--- src/rtl/fetch_unit_pkg.sv ---
// Shared definitions for the instruction fetch unit: FSM state encoding,
// datapath widths and small PC helper functions.
package fetch_unit_pkg;

    localparam int unsigned ADDR_W  = 32;
    localparam int unsigned INSTR_W = 32;
    localparam int unsigned PC_STEP = 4;

    typedef enum logic [1:0] {
        S_START = 2'b00,
        S_FETCH = 2'b01,
        S_HOLD  = 2'b10
    } state_e;

    // Sequential fetch address; the add wraps naturally modulo 2^32.
    function automatic logic [ADDR_W-1:0] pc_next(input logic [ADDR_W-1:0] pc);
        return pc + ADDR_W'(PC_STEP);
    endfunction

    // Force a redirect target onto a word boundary.
    function automatic logic [ADDR_W-1:0] pc_align(input logic [ADDR_W-1:0] pc);
        return pc & ~ADDR_W'(PC_STEP - 1);
    endfunction

endpackage

--- src/rtl/fetch_unit.sv ---
// Instruction fetch unit. Issues sequential word fetches to instruction
// memory, registers the returned word for decode, holds it while decode
// stalls and redirects on a taken branch.
//
// Ports:
//   clk, rst_n             clock, asynchronous active-low reset
//   PCSrc, exNPC           branch-taken redirect and its target
//   stall                  decode cannot take a new instruction
//   imem_req, imem_addr    fetch request / byte address to memory
//   imem_ready, imem_rdata memory accept and same-cycle read data
//   instr, instr_valid, PC registered instruction, live flag and its address
//
// Build option: define FETCH_PERF_EN to add the fetch_count and
// redirect_count performance counter outputs.
module fetch_unit
    import fetch_unit_pkg::*;
#(
    parameter logic [ADDR_W-1:0] RESET_PC = 32'h0000_0000
) (
    input  logic               clk,
    input  logic               rst_n,
    input  logic               PCSrc,
    input  logic [ADDR_W-1:0]  exNPC,
    input  logic               stall,
    output logic               imem_req,
    output logic [ADDR_W-1:0]  imem_addr,
    input  logic               imem_ready,
    input  logic [INSTR_W-1:0] imem_rdata,
    output logic [INSTR_W-1:0] instr,
    output logic               instr_valid,
    output logic [ADDR_W-1:0]  PC
`ifdef FETCH_PERF_EN
    ,
    output logic [31:0]        fetch_count,
    output logic [31:0]        redirect_count
`endif
);

    state_e              state_q, state_d;
    logic [ADDR_W-1:0]   fpc_q, fpc_d;
    logic [ADDR_W-1:0]   pc_q, pc_d;
    logic [INSTR_W-1:0]  instr_q, instr_d;
    logic                valid_q, valid_d;

    logic                hold_c;
    logic                req_c;
    logic                accept_c;

    // A live instruction that decode cannot take blocks any new fetch, so
    // the request is withdrawn in the same cycle the stall is seen.
    assign hold_c   = valid_q & stall;
    assign req_c    = (state_q == S_FETCH) & ~hold_c;
    assign accept_c = req_c & imem_ready;

    // State register.
    always_ff @(posedge clk or negedge rst_n) begin
        if (!rst_n) begin
            state_q <= S_START;
            fpc_q   <= RESET_PC;
            pc_q    <= RESET_PC;
            instr_q <= '0;
            valid_q <= 1'b0;
        end else begin
            state_q <= state_d;
            fpc_q   <= fpc_d;
            pc_q    <= pc_d;
            instr_q <= instr_d;
            valid_q <= valid_d;
        end
    end

    // Next-state and datapath update; redirect overrides stall, which
    // overrides accept.
    always_comb begin
        state_d = state_q;
        fpc_d   = fpc_q;
        pc_d    = pc_q;
        instr_d = instr_q;
        valid_d = valid_q;

        case (state_q)
            S_START: state_d = S_FETCH;
            S_FETCH: state_d = hold_c ? S_HOLD : S_FETCH;
            S_HOLD:  state_d = stall ? S_HOLD : S_FETCH;
            default: state_d = S_START;
        endcase

        // Without a stall decode consumes the current word, so it stops
        // being live unless a new word replaces it this cycle.
        if (!hold_c) begin
            valid_d = 1'b0;
        end

        if (accept_c) begin
            instr_d = imem_rdata;
            pc_d    = fpc_q;
            valid_d = 1'b1;
            fpc_d   = pc_next(fpc_q);
        end

        // Redirect drops any coincident accept and flushes the live word.
        if (PCSrc) begin
            state_d = S_FETCH;
            fpc_d   = pc_align(exNPC);
            pc_d    = pc_q;
            instr_d = instr_q;
            valid_d = 1'b0;
        end
    end

    assign imem_req    = req_c;
    assign imem_addr   = fpc_q;
    assign instr       = instr_q;
    assign instr_valid = valid_q;
    assign PC          = pc_q;

`ifdef FETCH_PERF_EN
    logic [31:0] fetch_cnt_q;
    logic [31:0] redirect_cnt_q;

    // Performance counters: kept fetches and redirect cycles.
    always_ff @(posedge clk or negedge rst_n) begin
        if (!rst_n) begin
            fetch_cnt_q    <= '0;
            redirect_cnt_q <= '0;
        end else begin
            if (accept_c && !PCSrc) begin
                fetch_cnt_q <= fetch_cnt_q + 32'd1;
            end
            if (PCSrc) begin
                redirect_cnt_q <= redirect_cnt_q + 32'd1;
            end
        end
    end

    assign fetch_count    = fetch_cnt_q;
    assign redirect_count = redirect_cnt_q;
`endif

endmodule

--- config.mk ---
export PLATFORM = sky130hd
export DESIGN_NAME = fetch_unit
export DESIGN_NICKNAME = d
export VERILOG_FILES = /design/src/rtl/fetch_unit_pkg.sv /design/src/rtl/fetch_unit.sv
export SDC_FILE = /design/constraint.sdc
export NUM_CORES = 1
export LEC_CHECK = 0
export BUFFER_PORTS_ARGS = -buffer_cell sky130_fd_sc_hd__buf_2
export CORE_MARGIN = 2
export CORE_UTILIZATION = 39
export CTS_CLUSTER_SIZE = 12
export DETAILED_ROUTE_END_ITERATION = 8
export PLACE_DENSITY_LB_ADDON = 0.1
export SLEW_MARGIN = 20
export SYNTH_ARGS = -nofsm -noshare
export SYNTH_HDL_FRONTEND = slang
export SYNTH_SLANG_ARGS = --single-unit
export TNS_END_PERCENT = 30
--- constraint.sdc ---
create_clock -name clk -period 1.8 [get_ports clk]
set_input_delay 0.27 -clock clk [delete_from_list [all_inputs] [get_ports clk]]
set_output_delay 0.27 -clock clk [all_outputs]
set_load 0.02 [all_outputs]
==> results of run 1 <==
## routing by layer
layer | vias up | share of wire [%] | wire, um | track usage (%)
met5 | - | 0.18 | 17 | 0
met2 | 109 | 48 | 4495 | 27.66
li1 | 1543 | - | - | -
met4 | 2 | 1.1 | 101 | 6.679
met1 | 1536 | 43 | 4057 | 20.65
met3 | 10 | 8.0 | 756 | 4.620
## power by group
| part | internal [mW] | switching, mW |
|---|---|---|
| Sequential | 2.53 | 0.207 |
| Combinational | 0.747 | 1.02 |
| Clock | 0.640 | 0.664 |
## final timing paths
| path | startpoint | slack (ps) | end |
|---|---|---|---|
| max | instr_valid | 120 | imem_addr[25] |
| min | exNPC[24] | 130 | imem_addr[24] |
| max reg2reg | instr_valid | 120 | imem_addr[25] |
| min reg2reg | instr[8] | 490 | instr[8] |
| max in group asynchronous | rst_n | 900 | imem_addr[30] |
| min in group asynchronous | rst_n | 380 | instr[3] |
## cell families (layout without fill, tap and decap cells)
kind of cell,Yosys count,count (layout)
adder cells (fa/ha/maj),1,1
AND/OR/NAND/NOR,94,94
XOR/XNOR,27,27
AO/OA/AOI/OAI,33,33
buffers and inverters,23,213
multiplexers,65,65
flip-flops,95,95
other,1,4
## layout by cell type (no fill, tap or decap), types with 2 or more instances in the layout
cell type,count
inv_1,2
or3_1,2
o21ai_0,28
mux2_2,59
buf_4,29
nand3_2,3
o21ai_1,2
nand4_1,14
buf_6,2
buf_2,159
mux2_1,5
nor2_1,6
dfrtp_1,94
conb_1,4
a31oi_1,2
nand2_1,37
xnor2_1,3
clkbuf_8,9
clkbuf_1,5
buf_12,4
and3_1,8
xor2_1,24
and4_1,2
nand3_1,12
## stage by stage
step           hold slack, ps  std cells  setup slack, ps  TNS (ps)
5_1_grt                 125.4        668           -4.893    -4.893
6_report                125.7        668            120.3         0
3_3_place_gp            185.0        648            17.42         0
4_1_cts                 107.3        664           -10.86    -10.86
2_1_floorplan          -25.59        342            45.72         0
3_5_place_dp            188.1        648           0.3499         0
## registers in the layout, indices dropped and copies added (netlist names)
name,cells
PC,30
state_q,2
instr_valid,1
instr,32
imem_addr,30
## critical path: stages, from the launching register on
cell and delay (ps):
dfrtp_1 400, and2_2 230, nor3_2 200, buf_4 160, nand3_2 120, or3_1 330, a31oi_1 170
## area by class of cell
class                      count  area share [%]
clock inverter                 1          0.5402
multi-input combinational    224           30.59
timing repair buffer         195           20.26
clock buffer                  14           2.566
sequential                    95           42.79
tap                          136           3.061
inverter                       3          0.2026
## repair_timing
action                                  in CTS  in global routing
hold endpoints to repair                    19                  0
hold buffers                                 1                  0
buffers inserted                             0                  4
pin swaps                                    0                  5
gates resized for setup                      1                 11
endpoints found under the setup margin       5                 14
==> results.sh, run 1 <==
export IMPL_synth_compound_area_share_pct=4.056
export IMPL_grt_pass1_vias=3133
export IMPL_power_density_nw_per_um2=1045
export IMPL_nets=598
export IMPL_critPathLaunchType="flip-flop"
export IMPL_drc=0
export IMPL_worstHoldPathType="input pin to flip-flop"
export IMPL_clock_path_buffers=2
export IMPL_yosysTopAreaCell="dfrtp_1"
export IMPL_yosys_warnings=0
export IMPL_port_buffers=160
export IMPL_clock_sinks=95
export IMPL_p_total_mw=5.811
export IMPL_setup_violations=0
export IMPL_synth_cell_area_sq_um=4134
export IMPL_placed_cell_area_sq_um=5313
export IMPL_final_min_clock_period_ps=1680
export IMPL_fin_area_sq_um=5559
export IMPL_h_tree_depth=3
export IMPL_synth_edff_count=0
export IMPL_clk_pin_slew_ps=90
export IMPL_ys_ff_latch=95
export IMPL_ys_seq_area_share_pct=57.51
export IMPL_syn2layout_area_growth_pct=34.47
export IMPL_die_x_um=107.0
export IMPL_worstPathArrival_ps=1950
export IMPL_wl_per_cell_um=14.11
export IMPL_worst_path_max_fanout=5
export IMPL_cts_buffers_inserted=9
export IMPL_num_io_pins=167
export IMPL_netlist_instances=339
export IMPL_viasPerCell=4.790
export IMPL_via_count=3200
export IMPL_status="finished clean"
export IMPL_synth_top_area_share_pct=57.51
export IMPL_drtIter0Drc=117
export IMPL_cts_tree="built"
export IMPL_grt_max_degree=54
export IMPL_finalCritPeriodShare_pct=93.31
export IMPL_dr_pass1_iters=4
export IMPL_antenna_left=0
export IMPL_synth_xor_area_share_pct=5.720
export IMPL_drv_slew=0
export IMPL_num_rows=37
export IMPL_post_route_util_pct=53.85
export IMPL_fmax_mhz=595.4
export IMPL_cap_violations=0
export IMPL_synthArstFlopShare_pct=100.0
export IMPL_grt_overflow=0
export IMPL_endpoint_kind="flip-flop"
export IMPL_synth_area_leaders="dfrtp_1 (58%), mux2_2 (16%), xor2_1 (5.1%)"
export IMPL_irDropWorstVdd_v=0.0004508
export IMPL_antennaDiodeCount=0
export IMPL_synth_cell_type_count=29
export IMPL_initial_core_util_pct=40.04
export IMPL_post_synth_cell_area_avg_sq_um=12.19
export IMPL_min_path_cells=3
export IMPL_yosys_cell_count_top_type="dfrtp_1"
export IMPL_synth_mux_area_share_pct=17.68
export IMPL_synth_common_cells="dfrtp_1 (95), mux2_2 (59), nand2_1 (38), o21ai_0 (30), xor2_1 (24)"
export IMPL_synth_top_family_by_area="multiplexers"
export IMPL_die_area_sq_um=11440
export IMPL_grt_first_pass_wirelength_um=14950
export IMPL_gp_congestion=0.7246
export IMPL_synth_flop_cell="dfrtp_1"
export IMPL_yosys_area_share_adder_pct=0.3027
export IMPL_hold_viol_final=0
export IMPL_clkLatencyLatePin_ps=350
export IMPL_grt_usage_pct=16.69
export IMPL_antenna_found_initial=2
export IMPL_regArea_sq_um=2379
export IMPL_die_h_um=107.0
export IMPL_root_buffer="clkbuf_8"
export IMPL_worst_clock_skew_ps=10.37
export IMPL_critPathKind="flip-flop to flip-flop"
export IMPL_nFillCells=963
export IMPL_drt_wl_total_um=9428
export IMPL_layout_drive_gt1_share_pct=51.88
export IMPL_rr_worst_depth=6
export IMPL_synth_simple_area_share_pct=11.80
export IMPL_multi_input_area_sq_um=1700
export IMPL_core_sq_um=10320
export IMPL_cp_required_ps=2080
export IMPL_p_leak_nw=2.696
export IMPL_dp_hpwl_um=7232
Power figures use the tool's default switching activity.
==> run 2: changes to the inputs <==
Settings changed: ABC_AREA set to 1, CORE_MARGIN 2 to 3.
==> run 2 against run 1 <==
Synthesized area rose by 12%. Sequential cell count did not move. Register-to-register slack improved by 50 ps. Fmax rose by 3.1%. Utilization fell by 2.1 points. Critical endpoint is now imem_addr[30]. Hold slack got worse by 11 ps. Combinational power rose by 39%. Non-clock buffer count fell by 16. Largest power group unchanged. Clock skew fell by 1.9 ps. Wire length rose by 38%. Final cell count rose by 35%. Die area rose by 16%.
==> results.sh, run 2 <==
export IMPL_status="finished clean"
export IMPL_crit_end="imem_addr[30]"
export IMPL_irDropWorstVdd_v=0.0006081
export IMPL_startpoint="imem_addr[2]"
export IMPL_cts_buffers_inserted=9
export IMPL_finalCritPeriodShare_pct=90.52
export IMPL_syn2layout_area_growth_pct=28.39
export IMPL_cap_violations=0
export IMPL_fin_tns_setup_ps=0
export IMPL_gp_congestion=0.8896
export IMPL_hold_viol_final=0
export IMPL_worstHoldPathType="input pin to flip-flop"
export IMPL_h_tree_depth=3
export IMPL_synth_top_area_share_pct=51.19
export IMPL_synth_cell_type_count=40
export IMPL_drv_slew=0
export IMPL_p_leak_nw=3.148
export IMPL_synth_area_leaders="dfrtp_1 (51%), nand2_1 (19%), nor2_1 (4.0%)"
export IMPL_port_buffers=160
export IMPL_final_min_clock_period_ps=1629
export IMPL_dp_hpwl_um=9788
export IMPL_critPathKind="flip-flop to flip-flop"
export IMPL_post_route_util_pct=51.78
export IMPL_die_x_um=115.1
export IMPL_synth_common_cells="nand2_1 (237), dfrtp_1 (95), nor2_1 (49), inv_1 (37), o21ai_0 (30)"
export IMPL_clock_sinks=95
export IMPL_power_density_nw_per_um2=1247
export IMPL_ys_seq_area_share_pct=51.19
export IMPL_worst_path_max_fanout=6
export IMPL_r2r_start="imem_addr[2]"
export IMPL_clock_path_buffers=2
export IMPL_wl_per_cell_um=14.43
export IMPL_die_area_sq_um=13250
export IMPL_ys_ff_latch=95
export IMPL_yosys_cell_count_top_type="nand2_1"
export IMPL_die_h_um=115.1
export IMPL_cts_tree="built"
export IMPL_layout_drive_gt1_share_pct=28.67
export IMPL_final_common_cell="nand2_1"
export IMPL_viasPerCell=4.782
export IMPL_hp_start="imem_rdata[29]"
export IMPL_regToRegEndpoint="imem_addr[30]"
export IMPL_grt_first_pass_wirelength_um=20630
export IMPL_grt_pass1_vias=3993
export IMPL_dr_pass1_iters=4
export IMPL_synth_cell_area_sq_um=4644
export IMPL_nets=822
export IMPL_clk_pin_slew_ps=70
export IMPL_worst_clock_skew_ps=8.419
export IMPL_via_count=4304
export IMPL_antenna_found_initial=0
export IMPL_endpoint_kind="flip-flop"
export IMPL_grt_usage_pct=19.98
export IMPL_nFillCells=1140
export IMPL_drt_wl_total_um=12990
export IMPL_drc=0
export IMPL_yosys_warnings=0
export IMPL_initial_core_util_pct=40.33
export IMPL_rr_worst_depth=8
export IMPL_grt_overflow=0
export IMPL_final_cell_mix="nand2_1 (237), buf_2 (159), dfrtp_1 (95), nor2_1 (49), inv_1 (36)"
export IMPL_placedCellCount=883
export IMPL_grt_setup_unrepaired="false"
export IMPL_yosysTopAreaCell="dfrtp_1"
export IMPL_fmax_mhz=613.8
export IMPL_worstPathArrival_ps=1860
export IMPL_post_synth_cell_area_avg_sq_um=7.939
export IMPL_cp_required_ps=2030
export IMPL_netlist_instances=585
export IMPL_setup_ws_ps=170.7
export IMPL_setup_violations=0
export IMPL_num_io_pins=167
export IMPL_r2r_slack_ps=170
export IMPL_num_rows=39
export IMPL_min_path_cells=3
export IMPL_drtIter0Drc=248
export IMPL_p_total_mw=7.435
export IMPL_root_buffer="clkbuf_16"
export IMPL_core_sq_um=11520
export IMPL_antennaDiodeCount=0
export IMPL_antenna_left=0
export IMPL_clkLatencyLatePin_ps=350
export IMPL_synthArstFlopShare_pct=100.0
export IMPL_synth_edff_count=0
export IMPL_grt_max_degree=52
export IMPL_critPathLaunchType="flip-flop"
export IMPL_place_ws_ps=156.6
export IMPL_final_instance_count_excl_fill=900
export IMPL_largest_reg_flops=32
export IMPL_synth_flop_cell="dfrtp_1"
run 2: cell count changes in the layout (fill, tap and decap cells not counted), moves of 6 or more:
cell / delta
mux2_2: -59
clkbuf_16: +9
nand2_1: +200
xor2_1: -20
nor2_1: +43
buf_4: -14
inv_1: +34
and3_1: -7
clkbuf_8: -8
a21oi_1: +12
o21ai_1: +6
nor2_2: +6
nand3_1: +14
run 2: worst max-delay path, cell delays in order, from the launching register on:
cell     delay [ps]
dfrtp_1         380
ha_1            210
nand2_1          80
nor2_1          150
nand2_1         150
nor2_4          230
nand3_2         110
a21oi_1         120
o21ai_1          70
run 2: repair_timing:
| item | CTS | global route |
|---|---|---|
| hold endpoints to repair | 16 | 0 |
| setup buffers | 0 | 0 |
| resized for setup | 0 | 1 |
| hold buffers | 1 | 0 |
| setup endpoints to repair | 0 | 1 |
run 2: area by class of cell:
class | instances | area (sq um) | area share, %
clock buffers | 11 | 242.7 | 4.071
clock inverters | 5 | 57.56 | 0.9652
inverters | 41 | 153.9 | 2.581
multi-input cells | 426 | 1954 | 32.77
flip-flops and latches | 95 | 2377 | 39.87
well taps | 143 | 178.9 | 3.000
repair buffers | 179 | 998.5 | 16.74
run 2: per-layer routing:
layer  track usage [%]  vias to the layer above  part of all wire [%]
li1                  -                     2196                     -
met1             28.85                     1941                    47
met4             8.685                        0                   2.5
met2             29.55                      143                    45
met5                 0                        -                     0
met3             3.474                       24                   6.2
run 2: report_power, final:
group | leakage [nW] | switching, mW | internal (mW) | total, mW
Clock | 0.138 | 0.819 | 1.11 | 1.93
Sequential | 1.16 | 0.373 | 2.67 | 3.04
Combinational | 1.85 | 1.63 | 0.828 | 2.46
run 2: worst min path at each step:
stage | end
floorplan | PC[10]
global placement | instr[21]
detailed placement | instr[29]
CTS | instr[29]
global route | instr[13]
finish | instr[29]
run 2: kinds of logic (layout without fill, tap and decap cells):
group | after synthesis | count (layout) | synth area share [%]
XOR/XNOR | 4 | 4 | 0.7542
adder cells (fa/ha/maj) | 1 | 1 | 0.2694
other | 1 | 4 | 0.08074
flip-flops | 95 | 95 | 51.19
AO/OA/AOI/OAI | 68 | 68 | 8.244
AND/OR/NAND/NOR | 349 | 349 | 32.49
buffers and inverters | 67 | 236 | 6.977
run 2: through the flow:
step	hold slack (ps)	instance area, sq um
3_3_place_gp	173.9	5653
3_5_place_dp	175.4	5653
2_1_floorplan	-25.59	4656
5_1_grt	115.6	5963
6_report	115.0	5963
4_1_cts	100.1	5963
==> run 3: changes to the inputs <==
Clock period 1.8 ns to 1.3 ns, I/O delays scaled along.
==> run 3 against run 2 <==
The run now ends with negative setup slack left. Hold slack got worse by 67 ps. Via count rose by 11%. Design area rose by 21%. Clock power rose by 62%. Combinational power rose by 80%. Clock-buffer cell count did not move. Critical path depth did not move. Sequential share of layout area fell by 6.6 points. Sequential power rose by 38%. Die area did not move. Clock skew rose by 1.2 ps. Worst setup slack got worse by 360 ps. Largest cell class unchanged. Largest power group is now combinational cells.
==> results.sh, run 3 (synthesized netlist as in run 2, its figures left out) <==
export IMPL_worst_path_max_fanout=4
export IMPL_min_path_cells=3
export IMPL_drc=0
export IMPL_gp_congestion=0.8652
export IMPL_antenna_left=0
export IMPL_die_area_sq_um=13250
export IMPL_viasPerCell=4.896
export IMPL_met1_length_um=6277
export IMPL_violations="negative setup slack"
export IMPL_worstPathArrival_ps=1710
export IMPL_final_common_cell="nand2_1"
export IMPL_via_count=4788
export IMPL_cap_violations=0
export IMPL_final_cell_mix="nand2_1 (205), buf_2 (152), dfrtp_1 (76), buf_4 (66), nor2_1 (36)"
export IMPL_wl_met3_um=892
export IMPL_finalCritPeriodShare_pct=114.5
export IMPL_num_io_pins=167
export IMPL_dp_hpwl_um=10460
export IMPL_r2r_start="imem_addr[3]"
export IMPL_nets=900
export IMPL_grt_pass1_vias=4713
export IMPL_critPathKind="flip-flop to flip-flop"
export IMPL_drt_wl_total_um=15020
export IMPL_fmax_mhz=671.6
export IMPL_hold_end="instr[16]"
export IMPL_setup_ws_ps=-189.0
export IMPL_initial_core_util_pct=40.33
export IMPL_irDropWorstVdd_v=0.0008934
export IMPL_root_buffer="clkbuf_16"
export IMPL_worst_clock_skew_ps=9.614
export IMPL_port_buffers=160
export IMPL_clock_sinks=95
export IMPL_endpoint_kind="flip-flop"
export IMPL_num_rows=39
export IMPL_layout_drive_gt1_share_pct=45.63
export IMPL_antenna_found_initial=0
export IMPL_grt_overflow=0
export IMPL_setup_violations=80
export IMPL_largest_reg_flops=32
export IMPL_cts_buffers_inserted=9
export IMPL_rr_worst_depth=8
export IMPL_die_h_um=115.1
export IMPL_core_sq_um=11520
export IMPL_cp_required_ps=1520
export IMPL_cts_tree="built"
export IMPL_drtIter0Drc=230
export IMPL_r2r_slack_ps=-190
export IMPL_regToRegEndpoint="imem_addr[27]"
export IMPL_wl_per_cell_um=15.35
export IMPL_power_density_nw_per_um2=1627
export IMPL_clkLatencyLatePin_ps=350
export IMPL_grt_max_degree=59
export IMPL_post_route_util_pct=62.67
export IMPL_grt_usage_pct=21.80
export IMPL_hold_viol_final=0
export IMPL_critPathLaunchType="flip-flop"
export IMPL_wl_met2_um=7548
export IMPL_hp_start="imem_rdata[16]"
export IMPL_drv_slew=0
export IMPL_dr_pass1_iters=5
export IMPL_h_tree_depth=3
export IMPL_clock_path_buffers=2
export IMPL_antennaDiodeCount=0
export IMPL_grt_first_pass_wirelength_um=22630
export IMPL_worstHoldPathType="input pin to flip-flop"
export IMPL_status="finished with violations"
export IMPL_highest_layer="met4"
export IMPL_clk_pin_slew_ps=70
export IMPL_p_total_mw=11.74
export IMPL_final_min_clock_period_ps=1489
export IMPL_die_x_um=115.1
export IMPL_p_leak_nw=3.730
export IMPL_grt_setup_unrepaired="true"
export IMPL_syn2layout_area_growth_pct=55.39
run 3: what timing repair did:
item,in CTS,in global routing
pin swaps,15,30
setup endpoints to repair,76,99
resized for setup,48,83
hold buffers,1,0
cloned,1,5
hold endpoints to repair,95,0
buffers inserted,4,11
run 3: how the worst max path moves through the flow:
stage	start	to	slack, ps
floorplan	imem_addr[3]	imem_addr[30]	-130
global placement	imem_addr[3]	imem_addr[30]	-170
detailed placement	imem_addr[3]	imem_addr[30]	-190
CTS	instr_valid	imem_req	-150
global route	imem_addr[3]	imem_addr[30]	-250
finish	imem_addr[3]	imem_addr[27]	-190
run 3: worst max-delay path, stage by stage, from the launching register on:
cell and delay [ps]:
dfrtp_2 410, buf_4 140, nand3_4 90, nor2_4 200, nand3_4 140, nor2_4 160
nand2_1 70, nand3_1 70, nand3b_1 80
run 3: routing by layer:
layer | vias up | track usage [%]
met3 | 22 | 3.789
met2 | 148 | 37.69
met1 | 2259 | 26.95
li1 | 2359 | -
met5 | - | 0
met4 | 0 | 8.920
run 3: cell type report:
type                    count  area, sq um
fillers                  1018         4299
repair buffers            256         1819
clock inverters             5        103.9
multi-input cells         426         2281
flip-flops and latches     95         2401
inverters                  41        171.4
clock buffers              11        252.7
well taps                 143        178.9
repair inverters            1        8.758
run 3: per-stage QoR:
stage	hold WS (ps)	setup TNS, ps	setup WS [ps]	instance area, sq um	std cells
final	48.44	-6782	-189.0	7217	978
after floorplan	-100.6	-2668	-125.3	4735	588
after detailed placement	2.794	-4975	-185.7	6162	940
after CTS	32.15	-4030	-147.6	6741	962
after global routing	45.57	-12290	-252.1	7217	978
after global placement	2.757	-3231	-167.8	6162	940
run 3: power by group:
part	total, mW	switching (mW)	internal (mW)
Clock	3.12	1.14	1.99
Sequential	4.20	0.485	3.72
Combinational	4.42	2.67	1.75
Total	11.7	4.29	7.45
